File: config.mk
export PLATFORM = sky130hd
export DESIGN_NAME = uart_tx_arb
export DESIGN_NICKNAME = d
export VERILOG_FILES = /design/src/rtl/uart_tx_arb.sv
export SDC_FILE = /design/constraint.sdc
export NUM_CORES = 1
export LEC_CHECK = 0
export BUFFER_PORTS_ARGS = -buffer_cell sky130_fd_sc_hd__buf_4
export CORE_AREA = 2 2 49 51
export DETAILED_ROUTE_END_ITERATION = 8
export DIE_AREA = 0 0 51 53
export PLACE_DENSITY = 0.87
export SLEW_MARGIN = 20
export SYNTH_ARGS = -nofsm -noshare
export SYNTH_HDL_FRONTEND = slang
export SYNTH_SLANG_ARGS = --single-unit
File: constraint.sdc
create_clock -name clk -period 2.09 [get_ports clk]
set_clock_uncertainty 0.2 [all_clocks]
set_input_delay 0.1045 -clock clk [delete_from_list [all_inputs] [get_ports clk]]
set_output_delay 0.1045 -clock clk [all_outputs]
set_load 0.01 [all_outputs]
File: src/rtl/uart_tx_arb.sv
// Round-robin lock arbiter that streams whole messages from NREQ requesters into one UART TX byte path.
// Optional feature: define UART_TX_ARB_WATCHDOG_EN to build the stall watchdog that breaks stuck locks.
module uart_tx_arb #(
    parameter int NREQ    = 4,
    parameter int TIMEOUT = 1024
) (
    input  logic              clk,
    input  logic              rst_n,
    input  logic [NREQ-1:0]   req_valid_i,
    input  logic [8*NREQ-1:0] req_data_i,
    input  logic [NREQ-1:0]   req_last_i,
    output logic [NREQ-1:0]   req_ready_o,
    output logic [7:0]        tx_d_o,
    output logic              tx_d_valid_o,
    input  logic              tx_d_ready_i,
    output logic [NREQ-1:0]   grant_o,
    output logic              busy_o,
    output logic              timeout_o
);
    localparam int PW = $clog2(NREQ);

    typedef enum logic {IDLE = 1'b0, LOCKED = 1'b1} state_t;

    state_t          state_q, state_d;
    logic [PW-1:0]   ptr_q, ptr_d;
    logic [PW-1:0]   owner_q, owner_d;
    logic [NREQ-1:0] grant_q, grant_d;
    logic [PW-1:0]   pick, cand;
    logic            pick_found;
    int              idx;
    logic            locked, owner_valid, handshake;
    logic [7:0]      owner_data;

    // Round-robin search: first valid requester after the last released owner.
    always_comb begin
        pick       = '0;
        pick_found = 1'b0;
        cand       = '0;
        idx        = 0;
        for (int k = 1; k <= NREQ; k++) begin
            idx = int'(ptr_q) + k;
            if (idx >= NREQ) idx = idx - NREQ;
            cand = PW'(idx);
            if (!pick_found && req_valid_i[cand]) begin
                pick_found = 1'b1;
                pick       = cand;
            end
        end
    end

    assign locked      = (state_q == LOCKED);
    assign owner_valid = req_valid_i[owner_q];
    assign owner_data  = req_data_i[{owner_q, 3'b000} +: 8];
    assign handshake   = locked && owner_valid && tx_d_ready_i;

    // Data path is a pure mux on the registered owner, so bytes pass with no added latency.
    assign tx_d_valid_o = locked && owner_valid;
    assign tx_d_o       = tx_d_valid_o ? owner_data : 8'h00;
    assign req_ready_o  = grant_q & {NREQ{tx_d_ready_i}};
    assign grant_o      = grant_q;
    assign busy_o       = locked;

`ifdef UART_TX_ARB_WATCHDOG_EN
    logic [15:0] stall_q, stall_d;
    logic        timeout_q, timeout_d;
    assign timeout_o = timeout_q;
`else
    assign timeout_o = 1'b0;
`endif

    always_comb begin
        state_d = state_q;
        ptr_d   = ptr_q;
        owner_d = owner_q;
        grant_d = grant_q;
`ifdef UART_TX_ARB_WATCHDOG_EN
        stall_d   = stall_q;
        timeout_d = 1'b0;
`endif
        case (state_q)
            IDLE: begin
                if (pick_found) begin
                    state_d = LOCKED;
                    owner_d = pick;
                    grant_d = {{(NREQ-1){1'b0}}, 1'b1} << pick;
`ifdef UART_TX_ARB_WATCHDOG_EN
                    stall_d = '0;
`endif
                end
            end
            LOCKED: begin
                if (handshake) begin
`ifdef UART_TX_ARB_WATCHDOG_EN
                    stall_d = '0;
`endif
                    if (req_last_i[owner_q]) begin
                        state_d = IDLE;
                        ptr_d   = owner_q;
                        grant_d = '0;
                    end
                end
`ifdef UART_TX_ARB_WATCHDOG_EN
                // A handshake in the limit cycle wins; only a true stall breaks the lock.
                else if (stall_q == 16'(TIMEOUT - 1)) begin
                    state_d   = IDLE;
                    ptr_d     = owner_q;
                    grant_d   = '0;
                    stall_d   = '0;
                    timeout_d = 1'b1;
                end else begin
                    stall_d = stall_q + 16'd1;
                end
`endif
            end
        endcase
    end

    always_ff @(posedge clk or negedge rst_n) begin
        if (!rst_n) begin
            state_q <= IDLE;
            ptr_q   <= PW'(NREQ - 1);
            owner_q <= '0;
            grant_q <= '0;
`ifdef UART_TX_ARB_WATCHDOG_EN
            stall_q   <= '0;
            timeout_q <= 1'b0;
`endif
        end else begin
            state_q <= state_d;
            ptr_q   <= ptr_d;
            owner_q <= owner_d;
            grant_q <= grant_d;
`ifdef UART_TX_ARB_WATCHDOG_EN
            stall_q   <= stall_d;
            timeout_q <= timeout_d;
`endif
        end
    end

endmodule
==> out/qor.yml, run 1 <==
critical_path:
  reg2reg_depth: 4
  r2r_end: "ptr_q[0]"
  crit_end: "tx_d_o[6]"
  start_kind: "flop"
  crit_type: "flop to output port"
  cp_max_fo: 8
  worst-r2r-setup-slack_ns: 0.33
  crit_path_cell_trace: "buf_6, mux4_2, nor2b_1, buf_4"
  r2r-start: "owner_q[1]"
  slowest_delay_ns: 0.50
  crit_required_ns: 1.79
  slowest_stage: "mux4_2"
  end_kind: "output port"
  crit_path_start: "owner_q[0]"
  arrival_ns: 1.66
synthesis:
  synth_cells: 71
  async_flop_share: 1.00
  syn_nets: 114
  synth_top_cell_area_share: 0.216
  synth_ff_type: "dfrtp_1"
  yosysWarnings: 0
  synth-seq-cells: 9
  synthTopCellsByArea: "mux4_2, dfrtp_1, nor2b_1"
  ys_types: 32
  synth_edf_count: 0
  synth.avg_cell_area_um2: 11.8
  synth_top_area_cell: "mux4_2"
  yosysSeqAreaShare: 0.273
  synth_area_um2: 835
sta:
  slew_violations: 0
  rsz0062_at_grt: "no"
  period_share: 0.938
  hold_viol: 0
  setup_viol: 0
  max_freq_ghz: 0.510
  fin_setup_tns_ns: 0
  period_needed_ns: 1.96
routing:
  drc_errors: 0
  wl_mm: 2.49
  via_per_inst: 5.21
  dr.pass1.iters: 4
  drtAntennaViolNets: 0
  vias: 855
  post_drt_wl_per_cell_um: 15.2
  drtIter0Drc: 13
clock_network:
  clk_pin_slew_ns: 0.06
  worstSkewPairLatency_ns: 0.26
  cts_tree: "yes"
  cts_buffers: 3
  cts-root-buf: "clkbuf_4"
  cts_max_level: 1
  post_cts_buffers: 0
  numClockSinks: 9
  max-clock-path-buffers: 2
pwr:
  cellLeakagePower_nw: 0.639
  vdd_drop_max_mv: 0.902
  power.density_nw_per_um2: 1180
  p_total_mw: 1.61
final_layout:
  antenna_cells: 0
  fillerInstances: 182
  fin_area_um2: 1370
  syn_to_final_growth_pct: 63.9
  nets: 180
  drive_gt1_frac: 0.632
  postLayoutCoreUtil: 0.637
floorplan:
  std_cell_rows: 17
  start_util: 0.388
  ios: 62
  dieHeight_um: 53
  core-area_um2: 2150
  die_area_um2: 2700
  die_w_um: 51
min_path:
  min_path_type: "input pin to flop"
  worstHoldStart: "req_valid_i[0]"
flow_run:
  maxCapViolations: 0
grt:
  grt_max_degree: 11
  grt_pass1_vias: 858
  antenna_found_initial: 0
  grt_util_all_layers: 0.180
  grt_pass1_wl_mm: 3.64
  overflow: 0
placed_design:
  port_buffers: 60
  dp.final_hpwl_mm: 2.02
  gp_congestion: 0.778
  postPlaceCellArea_um2: 1310
outcome:
  status: "finished clean"
-- cell usage after synthesis, types with 2 or more instances --
cell and n:
mux2_4 2, buf_2 2, nand3b_1 2, mux2i_1 3
nor2b_1 9, and2_1 4, nand2_1 4, a32o_1 4
dfrtp_1 7, nand2b_1 3, a21o_1 2, mux4_2 8
dfstp_2 2
-- stage by stage --
stage	hold slack (ns)	worst slack, ns	cells
after global routing	0.0129	0.0647	164
after CTS	0.00306	0.0217	164
after global placement	-0.272	0.347	157
after detailed placement	-0.269	0.311	157
after floorplan	-0.391	0.455	71
final	0.0180	0.130	164
-- final cells by class --
class,count,area (um2),area share
multi-input combinational,57,574,0.420
timing repair buffer,65,499,0.365
sequential,9,229,0.167
tap,28,35.0,0.0256
clock buffer,4,26.3,0.0192
inverter,1,3.75,0.00274
-- cells by family after synthesis --
group,synth area share
buffers and inverters,0.0390
multiplexers,0.315
AND/OR/NAND/NOR,0.193
flip-flops,0.273
AO/OA/AOI/OAI,0.175
other,0.00449
-- sequential cells by signal, indices dropped and copies added (netlist names) --
register	flops
owner_q	2
ptr_q	2
grant_o	4
busy_o	1
-- worst min path at each step --
| stage | slack (ns) | to | depth (start not counted) |
|---|---|---|---|
| final | 0.02 | busy_o | 3 |
| after floorplan | -0.39 | busy_o | 0 |
| after global placement | -0.27 | grant_o[3] | 1 |
| after global routing | 0.01 | busy_o | 3 |
| after detailed placement | -0.27 | grant_o[3] | 1 |
| after CTS | 0.003 | busy_o | 3 |
-- worst max-delay path: cells and delay by family (launching register included) --
kind | cells | cell delay [ns]
buffers and inverters | 2 | 0.33
flip-flops | 1 | 0.42
multiplexers | 1 | 0.50
AND/OR/NAND/NOR | 1 | 0.15
-- layout by cell type (no fill, tap or decap), types with 2 or more instances in the layout --
cell,instances
a21o_1,2
clkbuf_4,3
nand3b_1,2
dlygate4sd3_1,3
mux2_4,2
dfrtp_1,6
mux2i_1,3
mux4_2,8
buf_4,61
nand2_1,4
a32o_1,4
and2_1,4
dfstp_2,2
nand2b_1,3
nor2b_1,9
-- repair_timing --
action / CTS / global route
gates resized for setup: 0 / 2
setup endpoints to repair: 0 / 8
endpoints found under the hold margin: 10 / 0
hold buffers: 3 / 0
-- power breakdown --
group          leakage [nW]  switching [mW]  total [mW]  internal [mW]
logic                 0.517           0.450        1.11          0.658
registers             0.108           0.103       0.374          0.271
clock network        0.0150          0.0585       0.132         0.0734
-- layer usage --
layer | track usage | wire, um
met5 | 0 | 0
met4 | 0.0541 | 0
met3 | 0.0480 | 297
met2 | 0.359 | 1320
met1 | 0.178 | 871
No activity file was read; power rests on OpenSTA's default activity.
==> run 2: changes to the inputs <==
clock period = 1.85 ns   (was 2.09 ns; I/O delays follow)
==> run 2 against run 1 <==
The run now ends with negative setup slack left. Cell area up 7.6%. Core utilization rose by 4.8 points. Global-route usage rose by 1.5 points. Via count is 5.3% higher. Die area stayed put. Largest power group unchanged. Highest routed layer is now met4.
==> out/qor.yml, run 2 (synthesis gave the netlist of run 1 again) <==
outcome:
  status: "complete, but fails checks"
  violations: "negative setup slack"
critical_path:
  end_kind: "output port"
  arrival_ns: 1.59  # -0.07 ns
  r2r-start: "owner_q[0]"
  start_kind: "flop"
  worst-r2r-setup-slack_ns: 0.11  # -0.22 ns
  r2r_end: "ptr_q[0]"
  crit_type: "flop to output port"
  crit_required_ns: 1.56  # -0.23 ns
  reg2reg_depth: 5  # +1
  cp_max_fo: 8  # unchanged
routing:
  dr.pass1.iters: 3  # -1
  drtAntennaViolNets: 0  # unchanged
  post_drt_wl_per_cell_um: 15.5  # +2.2%
  wl_mm: 2.62  # +5.3%
  drtIter0Drc: 10  # -3
  via_per_inst: 5.33  # +2.1%
  vias: 900  # +5.3%
  drc_errors: 0  # unchanged
floorplan:
  start_util: 0.388  # unchanged
  core-area_um2: 2150  # unchanged
  die_area_um2: 2700  # unchanged
  dieHeight_um: 53  # unchanged
  std_cell_rows: 17  # unchanged
  die_w_um: 51  # unchanged
  ios: 62  # unchanged
sta:
  setup_viol: 8  # +8
  rsz0062_at_grt: "yes"
  hold_slack_ns: 0.0645  # +0.0465 ns
  hold_viol: 0  # unchanged
  slew_violations: 0  # unchanged
  max_freq_ghz: 0.531
  fin_ws_ns: -0.0345  # -0.164 ns
  period_needed_ns: 1.88
  period_share: 1.02
placed_design:
  dp.final_hpwl_mm: 2.06  # +2.0%
  port_buffers: 60  # unchanged
  gp_congestion: 0.812  # +4.5%
clock_network:
  numClockSinks: 9  # unchanged
  max-clock-path-buffers: 2  # unchanged
  cts_max_level: 1  # unchanged
  worstSkewPairLatency_ns: 0.27  # about the same
  clk_pin_slew_ns: 0.06  # about the same
  cts-root-buf: "clkbuf_4"
  cts_tree: "yes"
  cts_buffers: 3  # unchanged
min_path:
  hold_path_depth: 3  # unchanged
  worstHoldStart: "req_valid_i[2]"
  hold_end: "owner_q[0]"
  min_path_type: "input pin to flop"
grt:
  antenna_found_initial: 0  # unchanged
  grt_max_degree: 10  # -1
  grt_pass1_wl_mm: 3.95  # +8.3%
  grt_pass1_vias: 839  # -2.2%
  overflow: 0  # unchanged
  grt_util_all_layers: 0.195  # +0.0148
final_layout:
  nets: 185  # +2.8%
  antenna_cells: 0  # unchanged
  largest_register_ff_count: 4  # unchanged
  drive_gt1_frac: 0.688  # +0.0556
  fillerInstances: 156  # -14%
  postLayoutCoreUtil: 0.685  # +0.0483
  layout_common_cells: "buf_4, mux4_2, nor2b_1, dfrtp_1, buf_6"
  final_common_cell: "buf_4"
  syn_to_final_growth_pct: 76.3
pwr:
  cellLeakagePower_nw: 0.700  # +9.5%
  power.density_nw_per_um2: 1420  # +20%
  vdd_drop_max_mv: 0.949  # +5.2%
  p_total_mw: 2.09  # +29%
flow_run:
  maxCapViolations: 0  # unchanged
## run 2: changes by cell type in the layout (fill, tap and decap cells not counted)
| cell | before | now |
|---|---|---|
| nor2b_4 | 0 | 4 |
| buf_12 | 0 | 1 |
| buf_6 | 1 | 5 |
| nand2b_4 | 0 | 1 |
| nor2b_1 | 9 | 5 |
| dfrtp_2 | 1 | 2 |
| nand2b_1 | 3 | 2 |
| dfrtp_1 | 6 | 5 |
## run 2: through the flow
step	worst slack, ns	cell area, um2	TNS, ns	instances
2_1_floorplan	0.227	835	0	71
3_3_place_gp	0.169	1340	0	160
3_5_place_dp	0.115	1340	0	160
4_1_cts	-0.0233	1440	-0.140	169
5_1_grt	-0.0866	1470	-0.520	169
6_report	-0.0345	1470	-0.160	169
## run 2: per-layer routing
layer  share of wire  GRT usage  vias up
li1                -          -      412
met2            0.51      0.366       51
met4          0.0099     0.0541        0
met5               0          0        -
met1            0.37      0.209      434
met3            0.11     0.0593        3
## run 2: critical path, cell delays in order, from the launching register on
cell and delay (ns):
dfrtp_2 0.41, buf_12 0.15, mux4_2 0.48, nor2b_1 0.14
buf_4 0.14
## run 2: worst max-delay path by stage
stage	from	endpoint	slack (ns)	cells past startpoint
2_1_floorplan	owner_q[0]	tx_d_o[0]	0.23	3
3_3_place_gp	owner_q[0]	tx_d_o[5]	0.17	4
3_5_place_dp	owner_q[0]	tx_d_o[7]	0.11	4
4_1_cts	owner_q[0]	tx_d_o[0]	-0.02	4
5_1_grt	owner_q[0]	tx_d_o[6]	-0.09	4
6_report	owner_q[0]	tx_d_o[6]	-0.03	4
## run 2: area by class of cell
| class | count | area (um2) | area share |
|---|---|---|---|
| inverter | 1 | 3.75 | 0.00255 |
| timing repair buffer | 70 | 564 | 0.384 |
| multi-input combinational | 57 | 612 | 0.416 |
| tap | 28 | 35.0 | 0.0238 |
| clock buffer | 4 | 26.3 | 0.0179 |
| sequential | 9 | 230 | 0.156 |
## run 2: power breakdown
group | leakage [nW] | switching [mW] | internal (mW)
sequential | 0.106 | 0.115 | 0.309
clock | 0.0150 | 0.0711 | 0.0833
combinational | 0.578 | 0.582 | 0.927
total | 0.700 | 0.769 | 1.32
## run 2: what timing repair did
item	in CTS	in global routing
gates resized for setup	5	8
setup buffers	2	0
setup endpoints to repair	8	13
hold buffers	3	0
hold endpoints to repair	10	0
==> run 3: changes to the inputs <==
PLACE_DENSITY = 0.77   (was 0.87)
==> run 3 against run 2 <==
The run still ends with negative setup slack left. Clock power shrank 5%. First-iteration DRC count shrank 40%. Critical path depth is the same. Sequential cell count is the same. Largest cell class unchanged. Sequential power is essentially flat. Hold slack lost 0.038 ns. Cell area shrank 0.94%.
==> out/qor.yml, run 3 (synthesis gave the netlist of run 1 again) <==
outcome:
  status: "complete, but fails checks"
  violations: "negative setup slack"
pwr:
  power_frac_seq: 0.212  # +0.009
  power.share.combinational: 0.716  # -0.007
  cellLeakagePower_nw: 0.683  # -2.4%
  switching_share: 0.364  # -0.00420
  p_sw_uw: 733  # -4.6%
  vdd_drop_max_mv: 0.984  # +3.7%
  power.internal_mw: 1.28  # -2.9%
  power.density_nw_per_um2: 1380  # -2.6%
  power_frac_clock: 0.073  # about the same
grt:
  overflow: 0  # unchanged
  antenna_found_initial: 0  # unchanged
  grt_max_degree: 10  # unchanged
  grt_pass1_wl_mm: 3.59  # -9.1%
  grt_util_all_layers: 0.181  # -0.0135
  grt_pass1_vias: 873  # +4.1%
min_path:
  min_path_type: "input pin to flop"
routing:
  drc_errors: 0  # unchanged
  drt-met1-wl_um: 920  # -4.0%
  route.top_layer_used: "met4"
  drtIter0Drc: 6  # -4
  wl_mm: 2.41  # -8.0%
  dr.pass1.iters: 4  # +1
  vias: 884  # -1.8%
  post_drt_wl_per_cell_um: 14.3  # -8.0%
  via_per_inst: 5.23  # -1.8%
  wl_met3_um: 276  # -7.4%
  drtAntennaViolNets: 0  # unchanged
  dr_wl_met2_mm: 1.19  # -11%
critical_path:
  worst-r2r-setup-slack_ns: 0.10  # about the same
  start_kind: "flop"
  crit_required_ns: 1.56  # about the same
  crit_type: "flop to output port"
  end_kind: "output port"
  arrival_ns: 1.58  # about the same
  cp_max_fo: 8  # unchanged
sta:
  period_needed_ns: 1.88  # -0.00879 ns
  setup_viol: 8  # unchanged
  rsz0062_at_grt: "yes"
  hold_viol: 0  # unchanged
  max_freq_ghz: 0.533  # +0.47%
  period_share: 1.01  # -0.00475
  fin_ws_ns: -0.0258  # +0.00879 ns
  fin_setup_tns_ns: -0.112  # +0.0475 ns
  slew_violations: 0  # unchanged
placed_design:
  dp.final_hpwl_mm: 1.91  # -7.6%
  gp_congestion: 0.751  # -7.5%
  port_buffers: 60  # unchanged
  dp.cells: 159  # -0.63%
floorplan:
  start_util: 0.388  # unchanged
  die_w_um: 51  # unchanged
  die_area_um2: 2700  # unchanged
  dieHeight_um: 53  # unchanged
  core-area_um2: 2150  # unchanged
  std_cell_rows: 17  # unchanged
  ios: 62  # unchanged
flow_run:
  maxCapViolations: 0  # unchanged
final_layout:
  layout_common_cells: "buf_4, mux4_2, nor2b_1"
  postLayoutCoreUtil: 0.679  # -0.00641
  nets: 185  # unchanged
  finalNonFillerCells: 169  # unchanged
  largest_register_ff_count: 4  # unchanged
  drive_gt1_frac: 0.674  # -0.0142
  syn_to_final_growth_pct: 74.7
  antenna_cells: 0  # unchanged
  final_common_cell: "buf_4"
clock_network:
  cts_buffers: 3  # unchanged
  cts_tree: "yes"
  max-clock-path-buffers: 2  # unchanged
  worstSkewPairLatency_ns: 0.26  # about the same
  cts-root-buf: "clkbuf_4"
  numClockSinks: 9  # unchanged
  clk_pin_slew_ns: 0.06  # about the same
  cts_max_level: 1  # unchanged
[run 3: changes by cell type in the layout (fill, tap and decap cells not counted)]
cell / change
nand2b_4: -1
buf_6: -1
nor2b_1: +1
nand2b_2: +1
dlygate4sd3_1: +1
nor2b_4: -1
[run 3: worst paths after layout]
| check | from | end | depth (start not counted) |
|---|---|---|---|
| worst max-delay path | owner_q[0] | tx_d_o[6] | 4 |
| worst min-delay path | req_valid_i[3] | busy_o | 3 |
| worst max register to register | owner_q[0] | ptr_q[0] | 5 |
| worst min register to register | grant_o[3] | grant_o[3] | 1 |
| max in group asynchronous | rst_n | owner_q[0] | 3 |
| min in group asynchronous | rst_n | ptr_q[1] | 2 |
[run 3: per-stage QoR]
stage	total power [mW]	cell area (um2)	setup WS, ns	hold slack [ns]
after floorplan	1.20	835	0.227	-0.403
after global placement	1.70	1330	0.171	-0.281
after detailed placement	1.72	1330	0.114	-0.279
after CTS	1.95	1430	-0.0370	0.00367
after global routing	2.14	1460	-0.0821	0.0660
final	2.01	1460	-0.0258	0.0261
[run 3: worst max-delay path, stage by stage, from the launching register on]
cell,delay [ns]
dfrtp_2,0.41
buf_12,0.15
mux4_2,0.48
nor2b_1,0.15
buf_4,0.14
[run 3: timing repair]
item,4_1_cts,5_1_grt
resized for setup,4,8
hold buffers,4,0
pin swaps,0,0
setup endpoints to repair,8,15
cloned,0,0
hold endpoints to repair,10,0
buffers inserted,2,0
[run 3: final cells by class]
class / count / area [um2]
multi-input cells: 57 / 599
repair buffers: 70 / 563
well taps: 28 / 35.0
clock buffers: 4 / 26.3
fillers: 158 / 691
flip-flops and latches: 9 / 230
inverters: 1 / 3.75
[run 3: power groups by stage]
stage,Combinational (mW),Sequential (mW),Clock [mW]
after CTS,1.37,0.422,0.151
after detailed placement,1.29,0.430,0
final,1.44,0.426,0.146
after global placement,1.28,0.421,0
after floorplan,0.788,0.408,0
after global routing,1.54,0.446,0.157
[run 3: metal layers]
layer / up-vias / global-route usage
met3: 4 / 0.0480
met4: 0 / 0.0676
met5: - / 0
met2: 50 / 0.357
li1: 413 / -
met1: 417 / 0.178
